$ cat src/rtl/cosim_chan_sched.sv
// Round-robin scheduler that serialises N requesters onto one export/import
// co-simulation channel, one outstanding transaction at a time.
module cosim_chan_sched #(
  parameter int N       = 4,
  parameter int DW      = 32,
  parameter int IDW     = 4,
  parameter int TIMEOUT = 1000
) (
  input  logic            clk,
  input  logic            rst,
  input  logic [N-1:0]    req_valid,
  output logic [N-1:0]    req_ready,
  input  logic [N*DW-1:0] req_data,
  output logic [N-1:0]    rsp_valid,
  output logic [DW-1:0]   rsp_data,
  output logic            rsp_err,
  output logic            exp_valid,
  input  logic            exp_ready,
  output logic [DW-1:0]   exp_data,
  output logic [IDW-1:0]  exp_id,
  input  logic            imp_valid,
  input  logic [DW-1:0]   imp_data,
  input  logic [IDW-1:0]  imp_id,
  output logic            busy,
  output logic [7:0]      stray_cnt
);

  typedef enum logic [1:0] {
    S_IDLE,
    S_EXPORT,
    S_WAIT_IMP,
    S_RESP
  } state_t;

  state_t         r_state;
  logic [IDW-1:0] r_ptr;
  logic [IDW-1:0] r_gnt;
  logic [DW-1:0]  r_data;
  logic [DW-1:0]  r_rsp_data;
  logic           r_rsp_err;
  logic [31:0]    r_timer;
  logic [7:0]     r_stray;

  logic [2*N-1:0] w_dbl;
  logic [N-1:0]   w_rot;
  logic           w_any;
  logic [IDW-1:0] w_first;
  logic [IDW:0]   w_sum;
  logic [IDW-1:0] w_idx;
  logic           w_match;

  // Rotate the request vector so bit 0 is the requester just after the last grant.
  assign w_dbl = {req_valid, req_valid};
  assign w_rot = N'(w_dbl >> (r_ptr + 1'b1));

  // NOTE: every variable assigned in always_comb gets a default first, so no path leaves it unassigned and no latch is inferred.
  always_comb begin
    w_any   = 1'b0;
    w_first = '0;
    for (int k = N - 1; k >= 0; k--) begin
      if (w_rot[k]) begin
        w_any   = 1'b1;
        w_first = IDW'(k);
      end
    end
    w_sum = {1'b0, r_ptr} + {1'b0, w_first} + 1'b1;
    if (w_sum >= (IDW + 1)'(N)) w_sum = w_sum - (IDW + 1)'(N);
    w_idx = w_sum[IDW-1:0];
  end

  assign w_match = (r_state == S_WAIT_IMP) && imp_valid && (imp_id == r_gnt);

  // NOTE: state registers use non-blocking assignments so every flop samples pre-edge values regardless of statement order.
  always_ff @(posedge clk) begin
    if (rst) begin
      r_state    <= S_IDLE;
      r_ptr      <= IDW'(N - 1);
      r_gnt      <= '0;
      r_data     <= '0;
      r_rsp_data <= '0;
      r_rsp_err  <= 1'b0;
      r_timer    <= '0;
      r_stray    <= '0;
    end else begin
      // Any import not matching the live transaction is dropped and counted.
      if (imp_valid && !w_match && (r_stray != 8'hFF)) r_stray <= r_stray + 8'd1;

      case (r_state)
        S_IDLE: begin
          if (w_any) begin
            r_gnt   <= w_idx;
            r_data  <= req_data[w_idx*DW +: DW];
            r_state <= S_EXPORT;
          end
        end
        S_EXPORT: begin
          if (exp_ready) begin
            r_timer <= '0;
            r_state <= S_WAIT_IMP;
          end
        end
        S_WAIT_IMP: begin
          r_timer <= r_timer + 32'd1;
          if (w_match) begin
            r_rsp_data <= imp_data;
            r_rsp_err  <= 1'b0;
            r_state    <= S_RESP;
          end else if ((TIMEOUT != 0) && (r_timer == 32'(TIMEOUT - 1))) begin
            r_rsp_data <= '0;
            r_rsp_err  <= 1'b1;
            r_state    <= S_RESP;
          end
        end
        S_RESP: begin
          r_ptr   <= r_gnt;
          r_state <= S_IDLE;
        end
        default: r_state <= S_IDLE;
      endcase
    end
  end

  assign req_ready = ((r_state == S_IDLE) && w_any) ? (N'(1) << w_idx) : '0;
  assign rsp_valid = (r_state == S_RESP) ? (N'(1) << r_gnt) : '0;
  assign rsp_data  = r_rsp_data;
  assign rsp_err   = r_rsp_err;
  assign exp_valid = (r_state == S_EXPORT);
  assign exp_data  = r_data;
  assign exp_id    = r_gnt;
  assign busy      = (r_state != S_IDLE);
  assign stray_cnt = r_stray;

endmodule

$ cat config.mk
export PLATFORM = sky130hd
export DESIGN_NAME = cosim_chan_sched
export DESIGN_NICKNAME = d
export VERILOG_FILES = /design/src/rtl/cosim_chan_sched.sv
export SDC_FILE = /design/constraint.sdc
export NUM_CORES = 1
export LEC_CHECK = 0
export BUFFER_PORTS_ARGS = -buffer_cell sky130_fd_sc_hd__buf_4
export CAP_MARGIN = 25
export CORE_UTILIZATION = 44
export CTS_BUF_LIST = sky130_fd_sc_hd__clkbuf_8
export DETAILED_ROUTE_END_ITERATION = 8
export PLACE_DENSITY = 0.79
export RECOVER_POWER = 25
export SLEW_MARGIN = 10
export SYNTH_ARGS = -nofsm -noshare
export SYNTH_HDL_FRONTEND = slang
export SYNTH_SLANG_ARGS = --single-unit
$ cat constraint.sdc
create_clock -name clk -period 6.4 [get_ports clk]
set_input_delay 1.92 -clock clk [delete_from_list [all_inputs] [get_ports clk]]
set_output_delay 1.92 -clock clk [all_outputs]
set_load 0.03 [all_outputs]
# --- Yosys cells after proc, flatten, opt, wreduce, memory -nomap -nowiden ---
# Index checks and enable logic that the tools add are counted.
classes:
  shift: 4
  n_eq_ne: 9
  n_reduce_logical: 14
  add_sub_neg: 6
  order_cmp: 1
  mux: 22
ops:
  columns: ["operator", "n"]
  rows:
  - ["$shiftx A128 B10 Y32", 1]
  - ["$mux W32", 3]
  - ["$pmux W32 S2", 1]
  - ["$add A32 B1 Y32 const B", 1]
  - ["$eq A32 B10 Y1 const B", 1]
  - ["$mux W4", 6]
  - ["$mux W2", 5]
  - ["$add A8 B1 Y8 const B", 1]
  - ["$ne A8 B8 Y1 const B", 1]
  - ["$pmux W2 S4", 1]
  - ["$shl A1 B4 Y4 const A", 2]
  - ["$shr A8 B4 Y4", 1]
  - ["$mux W1", 6]
  - ["$reduce_and A2 Y1", 3]
  - ["$reduce_bool A2 Y1", 3]
  - ["$add A4 B4 Y5", 1]
  - ["$add A5 B1 Y5 const B", 1]
  - ["$ge A5 B3 Y1 const B", 1]
  - ["$logic_and A1 B1 Y1", 5]
  - ["$add A4 B1 Y4 const B", 1]
  - ["$eq A2 B2 Y1 const B", 2]
  - ["$eq A4 B4 Y1", 1]
  - ["$sub A4 B3 Y4 const B", 1]
  - ["$ne A3 B2 Y1 const B", 1]
  - ["6 further kinds", 6]
word_totals:
  out_inout_bits: 87
  wordCells: 64
  reg_bits: 115
  in_bits: 172

# --- Longest topological paths before layout ---
logic_depth:
  ltp_word: 12
  ltp_mapped: 19
  mapped_depth_nobuf: 18

# --- Worst setup path after synthesis ---
# Ideal clock, no wire load.
synth_path:
  path_kind: "input port to output port"
  startpoint: "input port req_valid[3]"
  endpoint: "output port req_ready[0]"
  path_stages: 16
  t_required_ps: 4480
  setup_slack_ps: -539
  arrival_ps: 5019
  n_path_buf: 0
  path_cell_list: "and3b_1 -> a31oi_1 -> o21ai_0 -> a21oi_1 -> or3_1 -> ha_1 -> inv_1 -> fa_1 -> xnor2_1 -> inv_1 -> ha_1 -> a31oi_1 -> nand3_1 -> o21a_1 -> nand2b_1 -> nor3b_1"
synth_via:
  elab_chain_cells: 11
  elab_cells_between_ends: 17
  cone_classes: "3 x add/sub; 1 x order compare; 2 x shift; 10 x mux; 1 x reduce/logical"
synth_rtl:
  columns: ["element", "line_no", "text"]
  rows:
  - ["start, declared", "11", "input logic [N-1:0] req_valid,"]
  - ["$shr A8 B4 Y4 *", "54", "assign w_rot = N'(w_dbl >> (r_ptr + 1'b1));"]
  - ["$mux W2", "61", "if (w_rot[k]) begin"]
  - ["$mux W4 (3 in a row)", "61", null]
  - ["$add A4 B4 Y5", "66", "w_sum = {1'b0, r_ptr} + {1'b0, w_first} + 1'b1;"]
  - ["$add A5 B1 Y5", "66", null]
  - ["$sub A4 B3 Y4 / $ge A5 B3 Y1 (equally long branches)", "67", "if (w_sum >= (IDW + 1)'(N)) w_sum = w_sum - (IDW + 1)'(N);"]
  - ["$mux W4", "67", null]
  - ["$shl A1 B4 Y4", "123", "assign req_ready = ((r_state == S_IDLE) && w_any) ? (N'(1) << w_idx) : '0;"]
  - ["$mux W4 *", "123", null]
  - ["end, declared", "12", "output logic [N-1:0] req_ready,"]
# Every way passes the cells marked *; elsewhere a longest branch is shown, timed or not.

# --- Final worst setup path ---
layout_path:
  startpoint: "input port req_valid[2]"
  endpoint: "output port req_ready[0]"
# The elaborated chain is that of the path after synthesis.

==> flow_summary.json <==
{
  "status": "finished with violations",
  "violations": "capacitance limit, slew limit, setup timing",
  "cts_tree": "done",
  "critPathKind": "in2out",
  "ant_nets": 0,
  "crit_required_ns": 4.48,
  "synth.distinct_cells": 49,
  "clkTransAtPathRegs_ns": 0.08,
  "die_w_um": 115,
  "grt.overflow.total": 0,
  "drt_iter0_markers": 320,
  "ys_warn_count": 0,
  "cts_buffers": 17,
  "grt_pass1_vias": 5606,
  "fin_crit_ns": 6.72,
  "relSlewSlack_pct": -72.5,
  "cts.path.max_buffers": 2,
  "netlist_area_sq_mm": 0.00561,
  "start_util_pct": 46.0,
  "diodes": 0,
  "io_pins": 259,
  "grt_max_degree": 55,
  "grt_usage_pct": 27.3,
  "utilization_pct": 68.0,
  "cp.arrival_ns": 4.80,
  "ys_top_cells_by_area": "dfxtp_1 41%, mux4_2 13%, nor2_1 5.8%, a22o_1 5.0%, xor2_1 4.5%",
  "wl_per_cell_um": 17.6,
  "drc": 0,
  "clkLatencyLatePin_ns": 0.44,
  "drt-total-wl_um": 17800,
  "hold_viol_final": 0,
  "crit_path_start_kind": "input pin",
  "fmax_ghz": 0.149,
  "layout.nets": 1012,
  "drive_gt1_share_pct": 41.8,
  "via_per_inst": 5.45,
  "slew_viol_final": 55,
  "final.fill_count": 1012,
  "r2r_slack_ns": 0.33,
  "setup_tns_ns": -1.06,
  "htree_levels": 4,
  "vdd_ir_drop_max_uv": 188,
  "synthFlopType": "dfxtp_1",
  "crit_path_max_fanout": 4,
  "rsz0062_at_grt": "yes",
  "rows": 40,
  "setup_violations": 4,
  "synth_edf_count": 0,
  "place_ws_ns": -0.270,
  "die_area_sq_mm": 0.0132,
  "finalCritPeriodShare_pct": 105,
  "place_inst": 959,
  "hpwlAfterDp_um": 12700,
  "synth_top_area_share_pct": 41.0,
  "tightestPinTransition_ns": 2.59,
  "fin_cells": 1010,
  "end_kind": "output port",
  "dieHeight_um": 115,
  "gp_congestion": 0.863,
  "powerDensity_mw_per_mm2": 367,
  "fin_skew_ns": 0.00942,
  "grt_first_pass_wirelength_um": 27500,
  "ys_ff_latch": 115,
  "cts_root_buffer": "clkbuf_8",
  "syn_nets": 734,
  "drv_cap": 1,
  "synthToLayoutAreaGrowth_pct": 47.9,
  "yosysSeqAreaShare_pct": 41.0,
  "netlist_instances": 551,
  "yosysTopAreaCell": "dfxtp_1",
  "worst_slack_ns": -0.316,
  "avgSynthCellArea_sq_um": 10.2,
  "antenna_found_initial": 0,
  "total_leakage_power_nw": 3.48,
  "clkSinkCount": 115,
  "coreArea_sq_mm": 0.0122,
  "synthArstFlopShare_pct": 0,
  "io_buffer_count": 258,
  "hp-class": "reg2reg",
  "total_power_mw": 3.05,
  "vias": 5508,
  "drt_pre_antenna_iters": 4
}
==> what timing repair did <==
action,in CTS,in global routing
setup endpoints to repair,4,6
setup buffers,23,1
pin swaps,11,12
gates resized for setup,15,16
hold buffers,0,0
==> critical path, cell delays in order <==
cell and delay (ns):
buf_6 0.11, nor2b_4 0.11, a31oi_1 0.24, o21ai_2 0.13, a21oi_2 0.13, or3_1 0.13
ha_2 0.20, inv_2 0.05, fa_2 0.36, xnor2_2 0.19, inv_1 0.07, ha_2 0.18
a31oi_1 0.17, nand3_1 0.12, o21a_1 0.15, nand2b_4 0.19, nor3b_4 0.19, buf_6 0.15
==> synthesized netlist by cell type (all sizes together), types with 4 or more instances <==
| cell | number |
|---|---|
| dfxtp | 115 |
| nor2 | 88 |
| a22oi | 33 |
| a22o | 32 |
| mux4 | 32 |
| nand2 | 29 |
| xor2 | 29 |
| buf | 20 |
| nand3 | 19 |
| clkbuf | 15 |
| inv | 12 |
| o21ai | 12 |
| xnor2 | 12 |
| mux2i | 11 |
| a21oi | 10 |
| ha | 10 |
| nor3 | 9 |
| nor4 | 9 |
| and3 | 7 |
| and4 | 7 |
| nand4 | 7 |
| or3 | 4 |
==> cell type report <==
type | instances | area [sq um] | share of cell area [%]
multi-input cells | 389 | 3230 | 39.0
flip-flops and latches | 115 | 2300 | 27.7
repair buffers | 294 | 2100 | 25.3
clock buffers | 19 | 262 | 3.15
well taps | 168 | 210 | 2.53
clock inverters | 13 | 150 | 1.81
inverters | 12 | 45.0 | 0.543
==> cell families after synthesis <==
| family | after synthesis | synth area share, % |
|---|---|---|
| AOI/OAI and AO/OA | 101 | 14.2 |
| xor gates and xnor gates | 41 | 6.40 |
| adders and majority gates | 11 | 2.59 |
| and+or+nand+nor | 192 | 16.8 |
| buffers and inverters | 47 | 3.99 |
| DFF | 115 | 41.0 |
| muxes | 44 | 15.0 |
==> path summary, 6_finish.rpt <==
kind / from / endpoint / cells after the start
max: req_valid[2] / req_ready[0] / 18
min: rsp_err / rsp_err / 2
max reg2reg: r_ptr[0] / exp_id[2] / 34
min reg2reg: rsp_err / rsp_err / 2
==> registers in the layout, summed over array words and instances (netlist names) <==
register	flops
rsp_data	32
exp_id	4
r_state	2
stray_cnt	8
exp_data	32
rsp_err	1
r_ptr	4
r_timer	32
==> metrics by stage <==
stage | hold slack [ns] | cell area [sq um]
final | 0.460 | 8300
after global routing | 0.496 | 8300
after CTS | 0.469 | 8410
after detailed placement | 0.451 | 7780
after global placement | 0.446 | 7760
after floorplan | 0.467 | 5670
==> layout by cell type (no fill, tap or decap), drive strengths merged, types with 11 or more instances in the layout <==
master	netlist	final
a22oi	33	33
o21ai	12	12
xnor2	12	12
buf	20	253
mux2i	11	11
clkbuf	15	60
xor2	29	29
dfxtp	115	115
nand3	19	19
mux4	32	32
nand2	29	29
inv	12	15
a22o	32	32
nor2	88	88
==> power by group <==
group / switching (mW) / internal [mW]
Sequential: 0.0891 / 0.843
Clock: 0.317 / 0.371
Combinational: 0.802 / 0.628
Total: 1.21 / 1.84
==> layer usage <==
metal | vias up | global-route usage (%) | part of all wire, %
met1 | 2610 | 29.2 | 37
li1 | 2569 | - | -
met5 | - | 0 | 0
met2 | 261 | 46.8 | 50
met4 | 0 | 17.1 | 5.0
met3 | 68 | 8.86 | 8.4
No activity file was read; power rests on OpenSTA's default activity.
